[config.mk]
export PLATFORM = sky130hd
export DESIGN_NAME = mem_stage_ctrl
export DESIGN_NICKNAME = d
export VERILOG_FILES = /design/src/rtl/mem_stage_ctrl.sv
export SDC_FILE = /design/constraint.sdc
export NUM_CORES = 1
export LEC_CHECK = 0
export ABC_AREA = 0
export BUFFER_PORTS_ARGS = -buffer_cell sky130_fd_sc_hd__buf_2
export CAP_MARGIN = 20
export CORE_AREA = 2 2 125 127
export CTS_BUF_LIST = sky130_fd_sc_hd__clkbuf_4
export CTS_CLUSTER_DIAMETER = 30
export CTS_CLUSTER_SIZE = 12
export DETAILED_ROUTE_END_ITERATION = 12
export DIE_AREA = 0 0 127 129
export PLACE_DENSITY = 0.75
export SYNTH_ARGS = -nofsm -noshare
export SYNTH_HDL_FRONTEND = slang
export SYNTH_SLANG_ARGS = --single-unit
[constraint.sdc]
create_clock -name clk -period 2.9 [get_ports clk]
set_clock_uncertainty 0.15 [all_clocks]
set_input_delay 0.145 -clock clk [delete_from_list [all_inputs] [get_ports clk]]
set_output_delay 0.145 -clock clk [all_outputs]
set_load 0.005 [all_outputs]
[src/rtl/mem_stage_ctrl.sv]
// rtl/mem_stage_ctrl.sv - MEM stage: data-memory req/ack control, load align/extend, MEM/WB register
module mem_stage_ctrl #(
    parameter int MAX_WAIT = 16
) (
    input  logic        clk,
    input  logic        reset,
    input  logic [31:0] MEM_ALU_out,
    input  logic [31:0] MEM_memory_in,
    input  logic [31:0] MEM_MemWrite,
    input  logic        MEM_MemRead,
    input  logic [2:0]  MEM_funct3,
    input  logic [31:0] MEM_pc,
    input  logic        MEM_RDSrc,
    input  logic        MEM_MemtoReg,
    input  logic        MEM_RegWrite,
    input  logic        MEM_f_RegWrite,
    input  logic [4:0]  MEM_write_addr,
    input  logic [4:0]  MEM_f_write_addr,
    output logic        dm_req,
    output logic [31:0] dm_addr,
    output logic [31:0] dm_wmask,
    output logic [31:0] dm_wdata,
    input  logic [31:0] dm_rdata,
    input  logic        dm_ack,
    output logic        stall,
    output logic        mem_err,
    output logic [31:0] WB_rd_data,
    output logic [4:0]  WB_write_addr,
    output logic [4:0]  WB_f_write_addr,
    output logic        WB_RegWrite,
    output logic        WB_f_RegWrite
);

    localparam int CW = $clog2(MAX_WAIT + 1);
    localparam logic [CW-1:0] CNT_MAX = CW'(MAX_WAIT);
    localparam logic [CW-1:0] CNT_ONE = CW'(1);

    localparam logic [0:0] S_IDLE = 1'b0;
    localparam logic [0:0] S_BUSY = 1'b1;

    logic [0:0]    state_q, state_d;
    logic [CW-1:0] cnt_q, cnt_d;
    logic          armed_q, armed_d;
    logic          err_q, err_d;

    logic [31:0]   wb_data_q, wb_data_d;
    logic [4:0]    wb_addr_q, wb_addr_d;
    logic [4:0]    wb_faddr_q, wb_faddr_d;
    logic          wb_rw_q, wb_rw_d;
    logic          wb_frw_q, wb_frw_d;

    logic          access;
    logic          timeout;
    logic [31:0]   rword;
    logic [31:0]   byte_shift;
    logic [31:0]   half_shift;
    logic [31:0]   load_val;

    // Request/stall decode; armed gating blocks the all-zero mask seen right after reset
    always_comb begin
        access   = armed_q & (MEM_MemRead | (MEM_MemWrite != 32'hFFFF_FFFF));
        timeout  = (state_q == S_BUSY) & (cnt_q == CNT_MAX) & ~dm_ack;
        dm_req   = access;
        dm_addr  = {MEM_ALU_out[31:2], 2'b00};
        dm_wmask = access ? MEM_MemWrite : 32'hFFFF_FFFF;
        dm_wdata = MEM_memory_in;
        stall    = access & ~dm_ack & ~timeout;
    end

    // Access tracking FSM: wait counter and sticky timeout error
    always_comb begin
        state_d = state_q;
        cnt_d   = cnt_q;
        err_d   = err_q;
        armed_d = 1'b1;
        case (state_q)
            S_IDLE: begin
                if (access && !dm_ack) begin
                    state_d = S_BUSY;
                    cnt_d   = CNT_ONE;
                end
            end
            default: begin
                if (dm_ack) begin
                    state_d = S_IDLE;
                    cnt_d   = '0;
                end else if (cnt_q == CNT_MAX) begin
                    state_d = S_IDLE;
                    cnt_d   = '0;
                    err_d   = 1'b1;
                end else begin
                    cnt_d = cnt_q + CNT_ONE;
                end
            end
        endcase
    end

    // Load lane select and extension; a timed-out read returns zero
    always_comb begin
        rword      = timeout ? 32'h0 : dm_rdata;
        byte_shift = rword >> {MEM_ALU_out[1:0], 3'b000};
        half_shift = rword >> {MEM_ALU_out[1], 4'b0000};
        case (MEM_funct3)
            3'b000:  load_val = {{24{byte_shift[7]}}, byte_shift[7:0]};
            3'b001:  load_val = {{16{half_shift[15]}}, half_shift[15:0]};
            3'b100:  load_val = {24'h0, byte_shift[7:0]};
            3'b101:  load_val = {16'h0, half_shift[15:0]};
            default: load_val = rword;
        endcase
    end

    // MEM/WB register next value: bubble the write enables while stalled
    always_comb begin
        wb_data_d  = wb_data_q;
        wb_addr_d  = wb_addr_q;
        wb_faddr_d = wb_faddr_q;
        wb_rw_d    = 1'b0;
        wb_frw_d   = 1'b0;
        if (!stall) begin
            if (MEM_MemtoReg) begin
                wb_data_d = load_val;
            end else if (MEM_RDSrc) begin
                wb_data_d = MEM_pc + 32'd4;
            end else begin
                wb_data_d = MEM_ALU_out;
            end
            wb_addr_d  = MEM_write_addr;
            wb_faddr_d = MEM_f_write_addr;
            wb_rw_d    = MEM_RegWrite;
            wb_frw_d   = MEM_f_RegWrite;
        end
    end

    // State and pipeline registers with asynchronous reset
    always_ff @(posedge clk or posedge reset) begin
        if (reset) begin
            state_q    <= S_IDLE;
            cnt_q      <= '0;
            armed_q    <= 1'b0;
            err_q      <= 1'b0;
            wb_data_q  <= 32'h0;
            wb_addr_q  <= 5'h0;
            wb_faddr_q <= 5'h0;
            wb_rw_q    <= 1'b0;
            wb_frw_q   <= 1'b0;
        end else begin
            state_q    <= state_d;
            cnt_q      <= cnt_d;
            armed_q    <= armed_d;
            err_q      <= err_d;
            wb_data_q  <= wb_data_d;
            wb_addr_q  <= wb_addr_d;
            wb_faddr_q <= wb_faddr_d;
            wb_rw_q    <= wb_rw_d;
            wb_frw_q   <= wb_frw_d;
        end
    end

    assign mem_err         = err_q;
    assign WB_rd_data      = wb_data_q;
    assign WB_write_addr   = wb_addr_q;
    assign WB_f_write_addr = wb_faddr_q;
    assign WB_RegWrite     = wb_rw_q;
    assign WB_f_RegWrite   = wb_frw_q;

endmodule

Word-level counts from Yosys, hierarchy flattened
Cells that the tools add are included.

$add $sub $neg: 2. Equal/unequal tests: 5. Shifts and indexed selects: 2. Mux-type cells: 15. Bitwise logic cells: 8. Reduce and logical (&&, ||, !) cells: 5.

Operator list (number): $mux W32 (4); $pmux W32 S4 (1); $add A32 B3 Y32 const B (1); $ne A32 B32 Y1 const B (1); $shr A32 B5 Y16 (1); $shr A32 B5 Y8 (1); $mux W5 (4); $eq A3 B3 Y1 const B (2); $mux W1 (6); $add A5 B1 Y5 const B (1); $and A1 B1 Y1 (5); $eq A5 B5 Y1 const B (1); $eq A3 B1 Y1 const B (1); $logic_not A3 Y1 (1); $reduce_and A3 Y1 (1); $not A1 Y1 (2); $reduce_bool A2 Y1 (1); $logic_and A1 B1 Y1 (1); $logic_not A1 Y1 (1); $or A1 B1 Y1 (1).

Bits in registers: 52. Output and inout bits: 143.

Logic depth before layout (Yosys ltp)
Depth in word-level cells: 7. Gate-level depth with buffers: 10. Depth with buffers taken out: 9.

Worst setup path before layout
Ideal clock, no wire load.

Kind: register to register. Start: register cnt_q[0]. End: register wb_data_q[4] (netlist: WB_rd_data[4]). Arrival time: 1.765 ns. Data required time: 2.613 ns. Setup slack: 0.848 ns. Stages on the path, launching flop included: 10. Clock period less this slack: 2.052 ns. Cell sequence: dfrtp_1 > inv_1 > ha_1 > nor4bb_1 > nand2_1 > clkbuf_1 > a31oi_1 > o21ai_0 > a31oi_1 > a21oi_1.

Longest elaborated chain between the ends: 7.

Ends and longest elaborated chain: start, declared (RTL line 42) `logic [CW-1:0] cnt_q, cnt_d;`; start signal, assigned (RTL line 148) `cnt_q <= cnt_d;`; $eq A5 B5 Y1 * (RTL line 62) `timeout = (state_q == S_BUSY) & (cnt_q == CNT_MAX) & ~dm_ack;`; $and A1 B1 Y1 * (2 in series) (RTL line 62); $mux W32 (RTL line 100) `rword = timeout ? 32'h0 : dm_rdata;`; $shr A32 B5 Y16 / $shr A32 B5 Y8 (equally long branches) (RTL line 102, 101); $pmux W32 S4 (RTL line 103) `case (MEM_funct3)`; $mux W32 (RTL line 120) `if (MEM_MemtoReg) begin`; end signal, assigned (RTL line 151) `wb_data_q <= wb_data_d;`; end, declared (RTL line 46) `logic [31:0] wb_data_q, wb_data_d;`.

Mark *: on every way between the ends. The rest lies on a longest branch, timed or not. A chain may end at the register's enable or synchronous reset.

Final worst setup path
Start: register cnt_q[0]. End: register wb_data_q[30] (netlist: WB_rd_data[30]).

Same word-level chain as after synthesis.

==> results.txt <==
Entering global routing, the biggest net connects 45 pins. After detailed routing, the number of remaining DRC violations is 0. The count of warnings emitted by yosys is 0. For the number of endpoints with negative hold slack in the final report, the log shows 2. The worst pin sits at a relative slew slack of 35.2%. The met1 usage is 26.8%. After clock tree synthesis, the clock-pin slew on the worst setup and hold paths is 0.18 ns.

The worst setup path is captured at a flip-flop. In this run the deepest clock path goes through 2 buffers. The area fraction of the dominant cell type after synthesis is 28.4%, and the xor and xnor fraction of the mapped netlist area is 4.59%. The relative area change from synthesis to final layout is 29.8%, and the worst IR drop on VDD is 0.120 mV.

After Yosys synthesis, full adders, half adders and majority gates account for 0.819% of the synthesized area. The met2 usage in global routing was 43.5%; the clock latency reported for the late side of the worst-skew pair was 0.41 ns. Summed over all failing endpoints, the final setup total negative slack is 0 ns. Timing would allow up to 0.358 GHz. The critical path's slowest cell is sky130_fd_sc_hd__dlygate4sd3_1.

Along the worst path, the maximum fanout reaches 10. At the end of routability-driven placement, the weighted congestion stood at 0.905. The tools report the first-pass iteration count of the detailed router as 5. Measured along the y axis, the die boundary spans 129 um. Routed wire length per instance: 19.8 um. The mux cell area share after synthesis was 3.14%.

Of the synthesized area, sequential elements account for 28.4%. The final-layout worst hold slack was -0.00380 ns. The worst path uses 96.2% of the clock period. The floorplan step defined a die boundary enclosing 16,400 um2.

Summing the areas of all compound-gate instances in the mapped netlist gives 20.2% of the synthesized area. Summed over all instances, the cell type with the most area after synthesis is sky130_fd_sc_hd__dfrtp_1. The layer flagged by global routing as most heavily used is met2. The number of buffers added by the clock tree synthesis step was 5; the total half-perimeter wirelength after legalization and detailed placement was 16,000 um. Traced cell by cell, the critical path runs through inv_1 > ha_1 > nor4bb_2 > a21oi_2 > buf_4 > nand3_1 > nand3_1 > mux2i_1 > o31ai_1 > dlygate4sd3_1. The flow ran to the end, but the final reports show violations. The final reports fail on hold timing.

The die is 127 um wide. Counting both buffers and inverters, the worst setup path holds a total of 3. The count of standard-cell rows is 45.

The biggest cell delay along the critical path was 0.58 ns; the number of global-route vias before repair was 4,999. Yosys mapped the design onto 61 distinct sky130hd cell types. The setup-violating endpoint count in the final report was 0; the average instance area after synthesis was 7.57 um2. The initial antenna violation count was 2; the pin slew with the least headroom to its limit was 0.963 ns. The post-synthesis instance total was 606.

The standard cell core area was 15,000 um2. The via-per-instance ratio is 5.33. The worst hold path belongs to the class primary input to flip-flop. The routed layout has 5,350 vias. The number of buffers inserted by post-CTS setup repair was 0; the final critical delay including setup and external delays was 2.79 ns. The tools report the I/O pin total as 324. The startpoint kind of the worst setup timing path was a flip-flop. Grouping stages by cell kind, the critical path spends the most delay in buffers and inverters. Number of buffers inserted by port buffering: 257. Summing the areas of all and, or, nand and nor instances in the mapped netlist gives 28.3% of the synthesized area. At the worst endpoint, the arrival time is 2.96 ns. Clock tree synthesis selected as its root buffer the cell sky130_fd_sc_hd__clkbuf_4. The number of nets still failing antenna checks after routing was 0. TritonCTS built the clock tree. The run gives 30.6% as the starting density of the core. The dominant register cell in the synthesized netlist was sky130_fd_sc_hd__dfrtp_1. The total power divided by cell area is 332 nW/um2. In this run, the number of DRC markers left after iteration 0 of detailed routing was 337. The H-tree generated during clock tree synthesis spans 2 levels. For this run the aggregate overflow at the end of global routing stands at 0. Global routing used 4.53% of the available met3 tracks. After synthesis, the cell types taking the most area are sky130_fd_sc_hd__dfrtp_1 (28%), sky130_fd_sc_hd__buf_4 (10%), sky130_fd_sc_hd__nand2_1 (7.2%), sky130_fd_sc_hd__nand2b_1 (5.2%), sky130_fd_sc_hd__nor2_1 (4.7%). The total routed wirelength is 19,900 um, and the number of clock sinks is 52. The run gives 3.07 ns as the data required time of the critical path.

After synthesis the netlist holds a flip-flop and latch count of 52. Counting stages on the worst path, the most repeated cell is sky130_fd_sc_hd__nand3_1. For the global-route usage over all layers, the log shows 23.4%. In this run, synthesis inferred 0 flip-flops with an integrated enable. The proportion of register bits with asynchronous set or reset after synthesis was 100%. The critical path in this run is classified as flip-flop to flip-flop. The first global-routing pass estimated 29,000 um of wire. The main combinational cell family by area after synthesis is simple AND/OR/NAND/NOR gates.

For the static leakage, the log shows 0.00279 uW. The synthesized netlist occupies a cell area of 4580 um2. The tools report the number of pins with negative max-slew slack in the final report as 0. The tool flagged a number of max-cap violations equal to 0. The fraction of final layout cells sized beyond drive strength 1 is 36.3%. The total number of nets in the final design is 998.
what timing repair did:
item                                    in CTS  in global routing
hold buffers                                30                  1
gates resized for setup                      0                  3
endpoints found under the setup margin       0                  1
hold endpoints to repair                    47                  1
kinds of logic (layout without fill, tap and decap cells):
group,after synthesis,in the layout
muxes,10,10
other,2,4
and+or+nand+nor,261,261
buffers and inverters,107,315
AOI/OAI and AO/OA,147,147
adders and majority gates,3,3
DFF,52,52
xor gates and xnor gates,24,24
worst paths after layout:
| path | startpoint | end | slack (ns) | cells past startpoint |
|---|---|---|---|---|
| setup reg to reg | cnt_q[0] | WB_rd_data[30] | 0.11 | 10 |
| min in group asynchronous | reset | WB_write_addr[2] | 0.15 | 3 |
| hold / removal | MEM_pc[26] | WB_rd_data[26] | -0.004 | 4 |
| max in group asynchronous | reset | WB_rd_data[8] | 1.63 | 4 |
| hold reg to reg | WB_rd_data[7] | WB_rd_data[7] | 0.34 | 2 |
| setup / recovery | cnt_q[0] | WB_rd_data[30] | 0.11 | 10 |
flip-flops by register name (all words and copies together) (netlist names):
name             cells
WB_write_addr        5
state_q              1
cnt_q                5
WB_f_write_addr      5
armed_q              1
WB_rd_data          32
mem_err              1
WB_f_RegWrite        1
WB_RegWrite          1
through the flow:
stage	utilization (%)	instance area (um2)	total power, uW	worst slack [ns]	cells
after floorplan	-	4590	1250	0.848	607
after global placement	37.2	5570	1560	0.516	964
after detailed placement	37.2	5570	1570	0.474	964
after CTS	39.6	5930	1980	0.0955	1002
after global routing	39.7	5950	2100	-0.00997	1004
final	39.7	5950	1980	0.110	1004
report_power, final:
group	internal [uW]	switching [uW]
Clock	98.5	287
Sequential	804	53.3
Combinational	331	405
Total	1230	745
cell type report:
| class | count | area (um2) |
|---|---|---|
| antenna | 1 | 2.50 |
| clock buffer | 5 | 37.5 |
| clock inverter | 3 | 22.5 |
| fill | 1597 | 9020 |
| inverter | 10 | 37.5 |
| multi-input combinational | 448 | 2640 |
| sequential | 52 | 1300 |
| tap | 188 | 235 |
| timing repair buffer | 297 | 1680 |
synth_stat cells (6+ instances only):
cell type                  count
sky130_fd_sc_hd__nand2_1      88
sky130_fd_sc_hd__buf_4        64
sky130_fd_sc_hd__nor2_1       58
sky130_fd_sc_hd__dfrtp_1      52
sky130_fd_sc_hd__o21ai_0      41
sky130_fd_sc_hd__nand2b_1     38
sky130_fd_sc_hd__a21oi_1      35
sky130_fd_sc_hd__clkbuf_1     25
sky130_fd_sc_hd__nand3_1      20
sky130_fd_sc_hd__xnor2_1      15
sky130_fd_sc_hd__a31oi_1      13
sky130_fd_sc_hd__nand4_1      13
sky130_fd_sc_hd__inv_1         9
sky130_fd_sc_hd__xor2_1        9
sky130_fd_sc_hd__a211o_1       7
sky130_fd_sc_hd__nor3_1        7
sky130_fd_sc_hd__a221oi_1      6
sky130_fd_sc_hd__o22ai_1       6
sky130_fd_sc_hd__o31ai_1       6
worst reg2reg max path: stages (launching register included):
cell and delay [ns]:
sky130_fd_sc_hd__dfrtp_1 0.46, sky130_fd_sc_hd__inv_1 0.08, sky130_fd_sc_hd__ha_1 0.18, sky130_fd_sc_hd__nor4bb_2 0.43, sky130_fd_sc_hd__a21oi_2 0.19, sky130_fd_sc_hd__buf_4 0.22, sky130_fd_sc_hd__nand3_1 0.09, sky130_fd_sc_hd__nand3_1 0.09
sky130_fd_sc_hd__mux2i_1 0.14, sky130_fd_sc_hd__o31ai_1 0.08, sky130_fd_sc_hd__dlygate4sd3_1 0.58
routing by layer:
layer	share of wire, %	up-vias
met5	0.065	-
met4	2.8	2
met3	7.8	37
met2	51	329
met1	38	2494
li1	-	2488
layout by cell type, fill, tap and decap left out, drive strengths merged, types with 5 or more instances in the layout:
cell type	instances
nand2	89
mux2	5
nand4	13
a21oi	35
nand3	22
a311oi	5
a31oi	13
nor3	10
nor2	59
nor2b	5
buf	266
o221ai	5
inv	11
a211o	7
clkbuf	5
nand2b	38
o21ai	43
xnor2	15
o31ai	6
o22ai	6
and3	5
dlygate4sd3	31
xor2	9
a221oi	6
dfrtp	52
Note: power is estimated with default switching activity, not from simulation.
